===== config.mk =====
export PLATFORM = sky130hd
export DESIGN_NAME = life_frame_scanner
export DESIGN_NICKNAME = d
export VERILOG_FILES = /design/src/rtl/life_pkg.sv /design/src/rtl/life_popcount16.sv /design/src/rtl/life_frame_scanner.sv
export SDC_FILE = /design/constraint.sdc
export NUM_CORES = 1
export LEC_CHECK = 0
export CORE_ASPECT_RATIO = 0.6
export CORE_MARGIN = 2
export CORE_UTILIZATION = 25
export DETAILED_ROUTE_END_ITERATION = 8
export SLEW_MARGIN = 20
export SYNTH_ARGS = -nofsm -noshare
export SYNTH_HDL_FRONTEND = slang
export SYNTH_SLANG_ARGS = --single-unit

===== constraint.sdc =====
create_clock -name clk -period 12.8 [get_ports clk]
set_input_delay 1.28 -clock clk [delete_from_list [all_inputs] [get_ports clk]]
set_output_delay 1.28 -clock clk [all_outputs]
set_load 0.02 [all_outputs]

===== src/rtl/life_pkg.sv =====
// Shared constants and the scanner state type for the 16x16 life array consumer.
package life_pkg;

   localparam int unsigned ROWS      = 16;
   localparam int unsigned ROW_W     = 16;
   localparam int unsigned ROW_IDX_W = 4;
   localparam int unsigned CNT_W     = 9;

   typedef enum logic [2:0] {
      IDLE,
      WAIT,
      STEP,
      SEL,
      PRESENT,
      DONE
   } scan_state_t;

endpackage


===== src/rtl/life_popcount16.sv =====
// Combinational population count of one 16-bit row.
module life_popcount16 (
   input  logic [15:0] data_i,
   output logic [4:0]  count_o
);

   // Sum the live bits of the row.
   always_comb begin
      count_o = '0;
      for (int i = 0; i < 16; i++) begin
         count_o = count_o + 5'(data_i[i]);
      end
   end

endmodule


===== src/rtl/life_frame_scanner.sv =====
// Frame scanner for the 16x16 life array: walks valo_selector over every row, streams rows on a
// valid/ready port, totals the live cells per frame and paces generation steps between scans.
// Optional build macro LIFE_SCAN_CHANGE_EN adds row_changed / frame_stable outputs.
module life_frame_scanner
   import life_pkg::*;
#(
   parameter int unsigned GEN_DIV = 1000
) (
   input  logic                 clk,
   input  logic                 reset,
   input  logic                 run,
   input  logic                 single_step,
   input  logic [ROW_W-1:0]     valo,
   input  logic [ROW_W-1:0]     valo_prev,
   output logic [ROW_IDX_W-1:0] valo_selector,
   output logic                 step,
   output logic [ROW_W-1:0]     row_data,
   output logic [ROW_IDX_W-1:0] row_index,
   output logic                 row_valid,
   input  logic                 row_ready,
   output logic                 frame_done,
   output logic [CNT_W-1:0]     alive_count,
   output logic                 busy
`ifdef LIFE_SCAN_CHANGE_EN
   ,
   output logic [ROW_W-1:0]     row_changed,
   output logic                 frame_stable
`endif
);

   localparam int unsigned DivW = (GEN_DIV > 1) ? $clog2(GEN_DIV) : 1;

   scan_state_t          state_q, state_d;
   logic [ROW_IDX_W-1:0] row_q, row_d;
   logic [ROW_W-1:0]     data_q, data_d;
   logic [CNT_W-1:0]     acc_q, acc_d;
   logic [CNT_W-1:0]     alive_q, alive_d;
   logic                 pend_q, pend_d;
   logic [DivW-1:0]      cnt_q, cnt_d;
   logic [4:0]           pop;
   logic                 handshake;

   life_popcount16 u_popcount (
      .data_i  (data_q),
      .count_o (pop)
   );

   assign valo_selector = row_q;
   assign row_data      = data_q;
   assign row_index     = row_q;
   assign row_valid     = (state_q == PRESENT);
   assign step          = (state_q == STEP);
   assign frame_done    = (state_q == DONE);
   assign busy          = (state_q != IDLE);
   assign alive_count   = alive_q;
   assign handshake     = row_valid & row_ready;

   // Scanner state and counters; reset starts an unstepped scan of the preloaded array.
   always_ff @(posedge clk) begin
      if (reset) begin
         state_q <= SEL;
         row_q   <= '0;
         data_q  <= '0;
         acc_q   <= '0;
         alive_q <= '0;
         pend_q  <= 1'b0;
         cnt_q   <= '0;
      end else begin
         state_q <= state_d;
         row_q   <= row_d;
         data_q  <= data_d;
         acc_q   <= acc_d;
         alive_q <= alive_d;
         pend_q  <= pend_d;
         cnt_q   <= cnt_d;
      end
   end

   // Next-state: row walk, handshake, population total and generation pacing.
   always_comb begin
      state_d = state_q;
      row_d   = row_q;
      data_d  = data_q;
      acc_d   = acc_q;
      alive_d = alive_q;
      pend_d  = pend_q;
      cnt_d   = cnt_q;

      // A request arriving mid-scan is remembered and served at the next IDLE.
      if (single_step && (state_q != IDLE) && (state_q != WAIT)) begin
         pend_d = 1'b1;
      end

      unique case (state_q)
         IDLE: begin
            if (pend_q || single_step) begin
               state_d = STEP;
               pend_d  = 1'b0;
            end else if (run) begin
               state_d = WAIT;
               cnt_d   = DivW'(GEN_DIV - 1);
            end
         end
         WAIT: begin
            if (single_step) begin
               state_d = STEP;
            end else if (!run) begin
               state_d = IDLE;
            end else if (cnt_q <= DivW'(1)) begin
               // Counter reaches zero on this decrement, so the step follows directly.
               state_d = STEP;
               cnt_d   = '0;
            end else begin
               cnt_d = cnt_q - DivW'(1);
            end
         end
         STEP: begin
            state_d = SEL;
            row_d   = '0;
         end
         SEL: begin
            data_d  = valo;
            state_d = PRESENT;
         end
         PRESENT: begin
            if (handshake) begin
               acc_d = acc_q + CNT_W'(pop);
               if (row_q == ROW_IDX_W'(ROWS - 1)) begin
                  state_d = DONE;
               end else begin
                  row_d   = row_q + ROW_IDX_W'(1);
                  state_d = SEL;
               end
            end
         end
         DONE: begin
            alive_d = acc_q;
            acc_d   = '0;
            row_d   = '0;
            state_d = IDLE;
         end
         default: begin
            state_d = SEL;
            row_d   = '0;
         end
      endcase
   end

`ifdef LIFE_SCAN_CHANGE_EN
   logic [ROW_W-1:0] chg_q, chg_d;
   logic             any_q, any_d;
   logic             stable_q, stable_d;

   assign row_changed  = row_valid ? chg_q : '0;
   assign frame_stable = stable_q;

   // Change tracking registers.
   always_ff @(posedge clk) begin
      if (reset) begin
         chg_q    <= '0;
         any_q    <= 1'b0;
         stable_q <= 1'b0;
      end else begin
         chg_q    <= chg_d;
         any_q    <= any_d;
         stable_q <= stable_d;
      end
   end

   // Capture per-row differences with the row and fold them into a frame verdict at DONE.
   always_comb begin
      chg_d    = chg_q;
      any_d    = any_q;
      stable_d = stable_q;
      if (state_q == SEL) begin
         chg_d = valo ^ valo_prev;
      end
      if (handshake && (chg_q != '0)) begin
         any_d = 1'b1;
      end
      if (state_q == DONE) begin
         stable_d = ~any_q;
         any_d    = 1'b0;
      end
   end
`else
   // Previous-generation row only matters for change tracking.
   logic unused_valo_prev;
   assign unused_valo_prev = ^valo_prev;
`endif

endmodule

Word level (Yosys, flattened, before mapping):

Cells that the tools add are included.

* register bits after elaboration: 52
* latch bits: 0
* output and inout port bits: 37
* RAM bits: 0
* memories: 0
* bits of input ports: 37
* ROM bits: 0

* multipliers: 0
* $add $sub $neg: 18
* order comparisons: 1
* shifts and indexed selects: 0
* bitwise gates (word level): 2
* reductions and logical operators: 12
* equality and inequality tests: 15
* multiplexer cells: 22
* div/mod/pow operators: 0

Operators by type and width (count)
* 5-bit by 1-bit adder with 5-bit output: 14
* 10-bit two-way mux: 5
* 3-bit two-way mux: 7
* 10-bit case mux with 2 select lines: 1
* 9-bit case mux with 2 select lines: 1
* 3-bit case mux with 5 select lines: 1
* 10-bit by 1-bit <= comparator with 1-bit output, second input constant: 1
* 2-bit inequality test, second input constant: 5
* 10-bit by 1-bit subtractor with 10-bit output, second input constant: 1
* 9-bit by 5-bit adder with 9-bit output: 1
* 9-bit two-way mux: 1
* 4-bit two-way mux: 2
* 4-bit case mux with 2 select lines: 1
* 3-bit by 2-bit == test with 1-bit output, second input constant: 2
* 3-bit == test, second input constant: 2
* 3-bit AND reduction: 2
* 5-bit AND reduction: 1
* 4-bit by 1-bit adder with 4-bit output, second input constant: 1
* 4-bit == test, second input constant: 1
* 4-bit inequality test, second input constant: 1
* 2-bit nonzero test: 2
* 3-bit by 1-bit == test with 1-bit output, second input constant: 1
* 3-bit zero test: 1
* 1-bit two-way mux: 3
* 11 further kinds: 12

Longest topological paths before layout:

Gate-level depths: netlist of run 1.

* depth in word-level cells: 18
* depth in mapped cells: 18

Hierarchy:

From an unflattened synthesis of run 1, not the netlist that was laid out.

* cell total of the unflattened synthesis: 356
* area, all modules: 2935.3 um^2

Modules (own cells, without submodules)
* life_frame_scanner: area each 2527.4 um^2, times used 1, sequential area each 1041.0 um^2, cells an instance 309
* life_popcount16: area each 407.9 um^2, times used 1, sequential area each 0.0 um^2, cells an instance 47

Worst setup path after synthesis of run 1:

Ideal clock, no wire load.

* path kind: register to register
* start: reg data_q[1] (netlist: row_data[1])
* end: reg acc_q[6]
* arrival: 4.871 ns
* setup time: 0.060 ns
* stages on the path, launching flop included: 15
* data required time: 12.740 ns
* slack: 7.869 ns
* buffers on the path: 0
* cell sequence: dfxtp_1 -> ha_1 -> inv_1 -> fa_1 -> fa_1 -> fa_1 -> fa_1 -> fa_1 -> fa_1 -> xnor2_1 -> ha_1 -> a211oi_1 -> o21ba_2 -> or4b_2 -> nand2_1

* cells in the longest elaborated chain, start to end: 18

RTL lines
* start, declared: RTL line life_frame_scanner.sv:35 `logic [ROW_W-1:0] data_q, data_d;`
* start signal, assigned: RTL line life_frame_scanner.sv:71 `data_q <= data_d;`
* 1-bit by 1-bit adder with 2-bit output: RTL line life_popcount16.sv:11 `count_o = count_o + 5'(data_i[i]);`
* 5-bit by 1-bit adder with 5-bit output (14 in a row): RTL line life_popcount16.sv:11
* 9-bit by 5-bit adder with 9-bit output: RTL line life_frame_scanner.sv:127 `acc_d = acc_q + CNT_W'(pop);`
* 9-bit two-way mux: RTL line life_frame_scanner.sv:126 `if (handshake) begin`
* 9-bit case mux with 2 select lines: RTL line life_frame_scanner.sv:94 `unique case (state_q)`
* end signal, assigned: RTL line life_frame_scanner.sv:64 `acc_q <= '0;`
* end signal, assigned: RTL line life_frame_scanner.sv:72 `acc_q <= acc_d;`
* end, declared: RTL line life_frame_scanner.sv:36 `logic [CNT_W-1:0] acc_q, acc_d;`

Every way passes these cells. The select of a mux whose other input is x is not followed.
A chain may end at the register's enable or synchronous reset.

Worst setup path after layout of run 1:

* start: reg data_q[0] (netlist: row_data[0])
* end: reg acc_q[6]

The elaborated chain is that of the path after synthesis.

==> results by stage, run 1 <==
GRT:
- The aggregate global routing overflow is 0.
- The maximum number of pins on one net before global-route repair is 59.
- The number of antenna violations at the first check in global routing is 0.
- Global routing used 11.4% of the available tracks across all layers.
- The first global-routing pass estimated 12.0 mm of wire.
- The via count of the first global-routing pass came to 2,497.

Critical path:
- The critical path goes through ha_1, inv_1, fa_1, fa_1, fa_1, fa_1, fa_1, fa_1, xnor2_1, ha_1, a211oi_1, o21ba_2, or4b_2, nand2_1.
- The worst reg2reg path endpoint is acc_q[6].
- The critical path is of the reg2reg type.
- The highest-delay cell along the critical path is sky130_fd_sc_hd__or4b_2.
- STA classifies the critical path startpoint as a flop.
- The peak fanout along the critical path is 3.
- The worst stage delay on the critical path is 0.62 ns.
- The number of gates on the worst path with buffers counted is 14.
- The critical path data required time is 13.04 ns.
- The buffer and inverter count on the worst path is 1.
- The worst endpoint data arrival time is 5.25 ns.
- By instance count, the cell type seen most on the critical path is sky130_fd_sc_hd__fa_1.
- The path depth of the worst reg2reg path is 14.
- The worst reg2reg path startpoint is row_data[0].
- The reg-to-reg setup timing slack is 7.79 ns.
- The critical path ends at acc_q[6].
- The most critical setup path has its startpoint at row_data[0].
- The worst setup path is captured at a flop.
- Grouping stages by cell kind, the critical path spends the most delay in adder cells.

Min path:
- The worst hold path belongs to the class reg2reg.

Cells and area:
- The count of cells in the finished layout, fillers not included, comes to 570.
- Of the cells placed in the final design, the portion with a size suffix greater than 1 is 4.88%.
- The repair_antennas step left the layout with diodes totalling 0.
- Leaving out fill and tap cells, the most frequent cells in the layout are sky130_fd_sc_hd__nand2_1 (60), sky130_fd_sc_hd__clkdlybuf4s50_1 (56), sky130_fd_sc_hd__dfxtp_1 (52).
- The number of nets in the layout is 471.
- Compared with the post-synthesis result, the final layout area differs by 27.0%.
- The most frequent standard cell in the layout excluding fill and tap cells is sky130_fd_sc_hd__nand2_1.
- Counting the fill cells in the layout gives 1,212.

Die:
- The number of top-level pins is 74.
- The row count is 30.
- The vertical extent of the die is 88.8 um.
- The die outline width is 145 um.
- For this configuration, the core starts out at a cell density of 26.1%.
- The core area is 11,500 sq um.
- The floorplan step defined a die boundary enclosing 12,900 sq um.

Detailed routing:
- After detailed routing, the number of vias per cell comes to 4.59.
- The detail route stage leaves a number of antenna-violating nets equal to 0.
- After detailed routing, the average wire length per cell comes to 12.6 um.
- For this run, design rule violations remaining after detail routing come to 0.
- The number of detailed-routing iterations run before antenna repair is 4.
- The via count is 2,616.
- The detailed router finished its first iteration with 123 violations.
- For this block, the routed nets add up to 7.16 mm of wire.

Pwr:
- Across the VDD grid, the largest voltage drop is 0.0808 mV.
- The total power divided by cell area is 174 nW/um^2.
- Of the total power, registers draw 30.7%.
- The switching share of power is 39.4%.
- Summed over all nets, the switching power comes to 261 uW.
- In this run, the combinational gates consume 48.9% of the power.
- The clock network burns 20.5% of the power.
- Summed over all cells, the static leakage comes to 0.00145 uW.
- The internal portion of total power is 402 uW.

Timing:
- For the finished layout, the period the worst path requires is 5.01 ns.
- Setup repair after global routing left no endpoint under its margin.
- Setup violations remaining at the end of the flow were counted as 0.
- The final number of max-transition violations is 0.
- Adding up every negative setup slack in the final design gives 0 ns.
- For this run, the top clock speed supported by timing is 200 MHz.
- The slew at the pin with the worst max-slew slack is 1.07 ns.
- The worst hold slack is 0.457 ns.
- Headroom to the max-slew limit came out at 28.8%.
- The number of hold-slack violations in the final timing report is 0.
- Across the routed clock network, the largest skew measured is 0.00351 ns.
- The final critical path takes up 39.1% of the cycle.
- The worst setup slack after layout is 7.79 ns.

CTS:
- The maximum level of the CTS H-tree is 2.
- TritonCTS created 5 clock buffers.
- The count of cells resized by post-cts repair is 0.
- After clock tree synthesis, the setup repair step added 0 buffers.
- The number of clock sinks seen by CTS is 52.
- The clock transition at the register clock pins on the worst setup and hold paths after CTS is 0.07 ns.
- The tree is rooted in a sky130_fd_sc_hd__clkbuf_16.
- Hold repair after CTS inserted 0 buffers.
- The TritonCTS clock tree is built.
- The maximum count of clock buffers along a single path is 2.
- The clock latency reported for the late side of the worst-skew pair is 0.29 ns.

Synthesis:
- The mean instance size in the synthesized netlist is 8.18 sq um.
- The area share of the largest cell type after synthesis is 34.8%.
- The cell count after synthesis came out at 366.
- After synthesis the cells add up to 2990 sq um.
- The post-synthesis sequential area ratio is 34.8%.
- The number of synthesized flops with an enable pin is 0.
- Of all flip-flops after synthesis, the portion carrying an async set or reset was 0%.
- The synthesized netlist net count is 428.
- After synthesis, the netlist uses 55 different library cells.
- The number of warning messages in the yosys log is 0.
- Synthesis inferred 52 register bits.
- Ranked by total cell area, the synthesized netlist is headed by sky130_fd_sc_hd__dfxtp_1 (35%), sky130_fd_sc_hd__nand2_1 (7.5%), sky130_fd_sc_hd__fa_1 (7.4%).
- Among all flip-flop cells after synthesis, the most frequent one is sky130_fd_sc_hd__dfxtp_1.
- The largest total area in the synthesized netlist belongs to sky130_fd_sc_hd__dfxtp_1.

Placement:
- Input and output buffers added on the ports amount to 57.
- The setup slack at placement is 7.79 ns.
- Counting tap cells, the placed design contains a total of 562 instances.
- The HPWL after detailed placement is 5.46 mm.
- The last weighted congestion value of the routability-driven placer is 0.753.

Run status:
- The run finished with clean final reports.

Job:
- The tool flagged a number of max-cap violations equal to 0.
-- metrics by stage --
stage	cell area, sq um	utilization (%)	total power (uW)
after detailed placement	3660	31.8	537
after floorplan	2990	-	455
final	3800	33.1	663
after global placement	3660	31.8	529
after global routing	3800	33.1	728
after CTS	3800	33.1	675
-- synth_stat cells (5+ instances only) --
library cell,count
sky130_fd_sc_hd__o21ai_0,7
sky130_fd_sc_hd__a21oi_1,35
sky130_fd_sc_hd__nor2b_1,5
sky130_fd_sc_hd__a211oi_1,6
sky130_fd_sc_hd__inv_1,36
sky130_fd_sc_hd__nor3_1,11
sky130_fd_sc_hd__clkbuf_1,15
sky130_fd_sc_hd__or3_1,5
sky130_fd_sc_hd__fa_1,11
sky130_fd_sc_hd__a31oi_1,5
sky130_fd_sc_hd__nor2_1,21
sky130_fd_sc_hd__mux2i_1,7
sky130_fd_sc_hd__nand3_1,5
sky130_fd_sc_hd__and2_1,5
sky130_fd_sc_hd__ha_1,14
sky130_fd_sc_hd__dfxtp_1,52
sky130_fd_sc_hd__nand2_1,60
sky130_fd_sc_hd__xnor2_1,5
-- power groups by stage --
| stage | combinational [uW] | clock, uW | sequential, uW |
|---|---|---|---|
| after floorplan | 244 | 0 | 211 |
| after global placement | 322 | 0 | 207 |
| after detailed placement | 330 | 0 | 207 |
| after CTS | 331 | 141 | 203 |
| after global routing | 376 | 146 | 207 |
| final | 324 | 136 | 203 |
-- area by class of cell --
cell class,instances,area [sq um],area share (%)
Clock buffer,8,146,3.85
Inverter,36,135,3.55
Multi-Input combinational cell,257,1720,45.1
Sequential cell,52,1040,27.4
Tap cell,160,200,5.26
Timing Repair Buffer,57,566,14.9
-- state kept, by name (all words and copies together), names as in the netlist --
register,flops
row_index,4
pend_q,1
state_q,3
row_data,16
cnt_q,10
acc_q,9
alive_count,9
-- worst reg2reg max path, cell delays in order (launching register included) --
cell                       delay, ns
sky130_fd_sc_hd__dfxtp_1        0.33
sky130_fd_sc_hd__ha_1           0.29
sky130_fd_sc_hd__inv_1          0.07
sky130_fd_sc_hd__fa_1           0.43
sky130_fd_sc_hd__fa_1           0.51
sky130_fd_sc_hd__fa_1           0.54
sky130_fd_sc_hd__fa_1           0.42
sky130_fd_sc_hd__fa_1           0.41
sky130_fd_sc_hd__fa_1           0.42
sky130_fd_sc_hd__xnor2_1        0.17
sky130_fd_sc_hd__ha_1           0.33
sky130_fd_sc_hd__a211oi_1       0.09
sky130_fd_sc_hd__o21ba_2        0.25
sky130_fd_sc_hd__or4b_2         0.62
sky130_fd_sc_hd__nand2_1        0.08
-- worst min path at each step --
stage / start / to / slack, ns / cells after the start
after global routing: cnt_q[8] / cnt_q[8] / 0.49 / 2
after floorplan: cnt_q[8] / cnt_q[8] / 0.43 / 2
after global placement: cnt_q[8] / cnt_q[8] / 0.44 / 2
final: alive_count[7] / alive_count[7] / 0.46 / 2
after detailed placement: alive_count[8] / alive_count[8] / 0.45 / 2
after CTS: alive_count[7] / alive_count[7] / 0.46 / 2
-- per-layer routing --
| layer | track usage [%] | share of wire, % | wire length (um) |
|---|---|---|---|
| met1 | 16.4 | 53 | 3790 |
| met2 | 16.9 | 41 | 2950 |
| met3 | 3.40 | 5.1 | 368 |
| met4 | 2.76 | 0.61 | 44 |
| met5 | 0 | 0 | 0 |
-- logic make-up after synthesis --
group	share of synthesized area (%)
AO/OA/AOI/OAI	16.1
XOR/XNOR	1.46
adder cells (fa/ha/maj)	13.2
buffers and inverters	7.94
flip-flops	34.8
multiplexers	2.34
AND/OR/NAND/NOR	24.2
(Power assumes the default switching activity.)
==> run 2, diff against run 1 <==
Clock period 12.8 ns to 5.1 ns, I/O delays scaled along.
==> run 2 against run 1 <==
Global-route usage is 0.10 points higher; via count down 1.1%; total power increased to 2.6 times the previous value; largest cell class unchanged; clock power increased to 2.8 times the previous value; register-to-register slack worse by 7.6 ns; hold slack about the same.
==> results by stage, run 2 (same netlist as run 1, synthesis figures left out) <==
Run status:
- The flow ran to the end, and the final reports show no timing, DRC or antenna violations.

GRT:
- The global-route wire length before repair is 11.9 mm (-0.75%).
- The via count of the first global-routing pass came to 2,481 (-0.64%).
- The number of antenna violations at the first check in global routing was 0 (unchanged).
- The total global routing track utilization is 11.5% (+0.10 points).
- The maximum number of pins on one net before global-route repair is 59 (unchanged).
- The aggregate global routing overflow is 0 (unchanged).

Min path:
- The beginning of the worst hold path is alive_count[0].
- The cell depth of the worst min-delay path is 2 (unchanged).
- The path class of the lowest-slack min-delay path is reg2reg.

Critical path:
- The category of the worst setup path capture point is a flop.
- The cell with the most instances on the worst path is sky130_fd_sc_hd__fa_1.
- The peak fanout along the critical path is 3 (unchanged).
- The critical path data required time came to 5.34 ns (-7.70 ns).
- The worst reg2reg path startpoint is row_data[1].
- The number of gates on the worst path with buffers counted was 14 (unchanged).
- The type of element launching the critical path is a flop.
- The largest delay contributor family on the critical path is adder cells.
- Among all stages on the critical path, the largest delay is contributed by sky130_fd_sc_hd__or4b_2.
- The worst endpoint data arrival time is 5.18 ns (-0.07 ns).
- The critical path starts at row_data[1].
- The worst stage delay on the critical path is 0.63 ns (about the same).
- The buffer and inverter count on the worst path was 1 (unchanged).
- The path depth of the worst reg2reg path is 14 (unchanged).
- The worst setup path is of the reg2reg kind.
- The signal on the critical path passes through ha_1, inv_1, fa_1, fa_1, fa_1, fa_1, fa_2, fa_1, xnor2_1, ha_1, a211oi_1, o21ba_2, or4b_2, nand2_1.

Pwr:
- The standby leakage power is 0.00145 uW (+0.39%).
- The worst-case vdd ir drop is 0.158 mV (+96%).
- The total power after layout is 1710 uW (+160%).
- The total power divided by cell area was 447 nW/um^2 (+160%).

CTS:
- TritonCTS built the clock tree.
- The root buffer cell is sky130_fd_sc_hd__clkbuf_16.
- The TritonCTS buffer count is 5 (unchanged).
- The clock latency reported for the late side of the worst-skew pair is 0.30 ns (about the same).
- The maximum count of clock buffers along a single path came to 2 (unchanged).
- The number of hold buffers added after CTS was 0 (unchanged).
- The number of clock sinks seen by CTS is 52 (unchanged).
- The clock transition at the register clock pins on the worst setup and hold paths after CTS came to 0.07 ns (about the same).
- The maximum level of the CTS H-tree was 2 (unchanged).

Cells and area:
- The library cell used most frequently in the layout, excluding fill and tap cells, is sky130_fd_sc_hd__nand2_1.
- The number of nets in the layout is 471 (unchanged).
- The number of filler instances in the final layout came to 1,217 (+0.41%).
- The layout cell share with drive strength beyond 1 is 5.85% (+0.98 points).
- The total inserted antenna cells is 0 (unchanged).
- In the layout the commonest cells are sky130_fd_sc_hd__nand2_1 (60), sky130_fd_sc_hd__clkdlybuf4s50_1 (56), sky130_fd_sc_hd__dfxtp_1 (52).
- The signed area change from the synthesized netlist to the final layout is 27.9%.
- The area of the multi-input gates is 1720 sq um (+0.29%).
- The fraction of the core area covered by cells at the end of the flow is 33.3% (+0.23 points).
- The register area came to 1040 sq um (unchanged).
- The flip-flop count of the largest register after layout was 16 (unchanged).

Detailed routing:
- The wire length reported by the detailed router was 7.14 mm (-0.25%).
- The post-detailed-route wirelength per cell is 12.5 um (-0.25%).
- The antenna violation net count after detailed routing is 0 (unchanged).
- The number of detailed-routing iterations run before antenna repair was 4 (unchanged).
- The violation count after the first detailed-route iteration is 191 (+55%).
- The remaining design rule violation count came to 0 (unchanged).
- The ratio of routed vias to standard cells was 4.54 (-1.1%).
- The via count was 2,586 (-1.1%).

Die:
- The floorplan die area is 12,900 sq um (unchanged).
- The die outline width is 145 um (unchanged).
- The number of top-level pins is 74 (unchanged).
- The row count is 30 (unchanged).
- The vertical extent of the die came to 88.8 um (unchanged).
- The core area is 11,500 sq um (unchanged).
- The starting density of the core was 26.1% (unchanged).

Placement:
- The count of port buffers added during placement is 57 (unchanged).
- The HPWL after detailed placement is 5.38 mm (-1.5%).
- The last weighted congestion value of the routability-driven placer came to 0.775 (+2.9%).

Timing:
- The number of hold-slack violations in the final timing report is 0 (unchanged).
- The time the final worst path needs with I/O delays and setup is 4.94 ns (-0.0704 ns).
- The normalized max-slew margin came to 29.5% (+0.69 points).
- The worst setup skew after layout was 0.00383 ns (+0.000323 ns).
- Setup repair after global routing could not meet its margin everywhere.
- The ratio of final minimum period to clock period came to 96.8% (+58 points).
- The fmax is 202 MHz (+1.4%).
- The final number of max-transition violations is 0 (unchanged).
- The count of final setup violators is 0 (unchanged).
- The slew at the pin with the worst max-slew slack is 1.06 ns (-0.0103 ns).

Job:
- The count of maximum capacitance violations was 0 (unchanged).
==> run 2: changes by cell type in the layout (fill, tap and decap cells not counted) <==
cell | previous run | this run
sky130_fd_sc_hd__ha_2 | 0 | 1
sky130_fd_sc_hd__clkbuf_8 | 1 | 0
sky130_fd_sc_hd__clkinv_2 | 0 | 1
sky130_fd_sc_hd__bufinv_16 | 0 | 1
sky130_fd_sc_hd__o21ai_0 | 7 | 6
sky130_fd_sc_hd__ha_1 | 14 | 13
sky130_fd_sc_hd__clkbuf_1 | 2 | 0
sky130_fd_sc_hd__clkinvlp_4 | 0 | 1
sky130_fd_sc_hd__fa_1 | 11 | 10
sky130_fd_sc_hd__o21ai_1 | 0 | 1
sky130_fd_sc_hd__fa_2 | 0 | 1
==> run 2: repair_timing <==
item,in CTS,in global routing
buffers inserted,0,0
endpoints found under the setup margin,0,4
resized for setup,0,3
==> run 2: layer usage <==
layer / track usage [%] / vias to the layer above / routed length [um]
met5: 0 / - / 0
met3: 3.66 / 7 / 340
met2: 16.8 / 51 / 2880
met1: 16.1 / 1203 / 3840
li1: - / 1325 / -
met4: 4.01 / 0 / 76
==> run 2: path summary, 6_finish.rpt <==
check                                 endpoint  slack [ns]
worst max register to register        acc_q[6]        0.16
worst min register to register  alive_count[0]        0.46
worst max-delay path                  acc_q[6]        0.16
worst min-delay path            alive_count[0]        0.46
==> run 2: per-stage QoR <==
step	hold WS, ns	TNS, ns	std cells	worst slack (ns)	area (sq um)
finish	0.457	0	570	0.161	3830
global route	0.472	-0.0197	570	-0.0197	3830
CTS	0.456	0	570	0.0676	3820
detailed placement	0.446	0	562	0.0782	3660
global placement	0.443	0	562	0.136	3660
floorplan	0.433	0	366	0.169	2990
==> run 2: area by class of cell <==
type	instances	area share [%]
Clock buffer	5	3.27
Sequential cell	52	27.2
Inverter	36	3.53
Multi-Input combinational cell	257	44.9
Timing Repair Buffer	57	14.8
Tap cell	160	5.23
Clock inverter	3	1.11
==> run 2: worst register-to-register path: stages (launching register included) <==
cell                       delay [ns]
sky130_fd_sc_hd__dfxtp_1         0.33
sky130_fd_sc_hd__ha_1            0.27
sky130_fd_sc_hd__inv_1           0.05
sky130_fd_sc_hd__fa_1            0.49
sky130_fd_sc_hd__fa_1            0.45
sky130_fd_sc_hd__fa_1            0.54
sky130_fd_sc_hd__fa_1            0.43
sky130_fd_sc_hd__fa_2            0.36
sky130_fd_sc_hd__fa_1            0.40
sky130_fd_sc_hd__xnor2_1         0.17
sky130_fd_sc_hd__ha_1            0.33
sky130_fd_sc_hd__a211oi_1        0.10
sky130_fd_sc_hd__o21ba_2         0.25
sky130_fd_sc_hd__or4b_2          0.63
sky130_fd_sc_hd__nand2_1         0.09
==> run 2: report_power, final <==
group / internal, uW / leakage [uW] / switching (uW)
Clock: 231 / 0.0000798 / 152
Sequential: 454 / 0.000423 / 56.5
Combinational: 364 / 0.000950 / 455
Total: 1050 / 0.00145 / 663
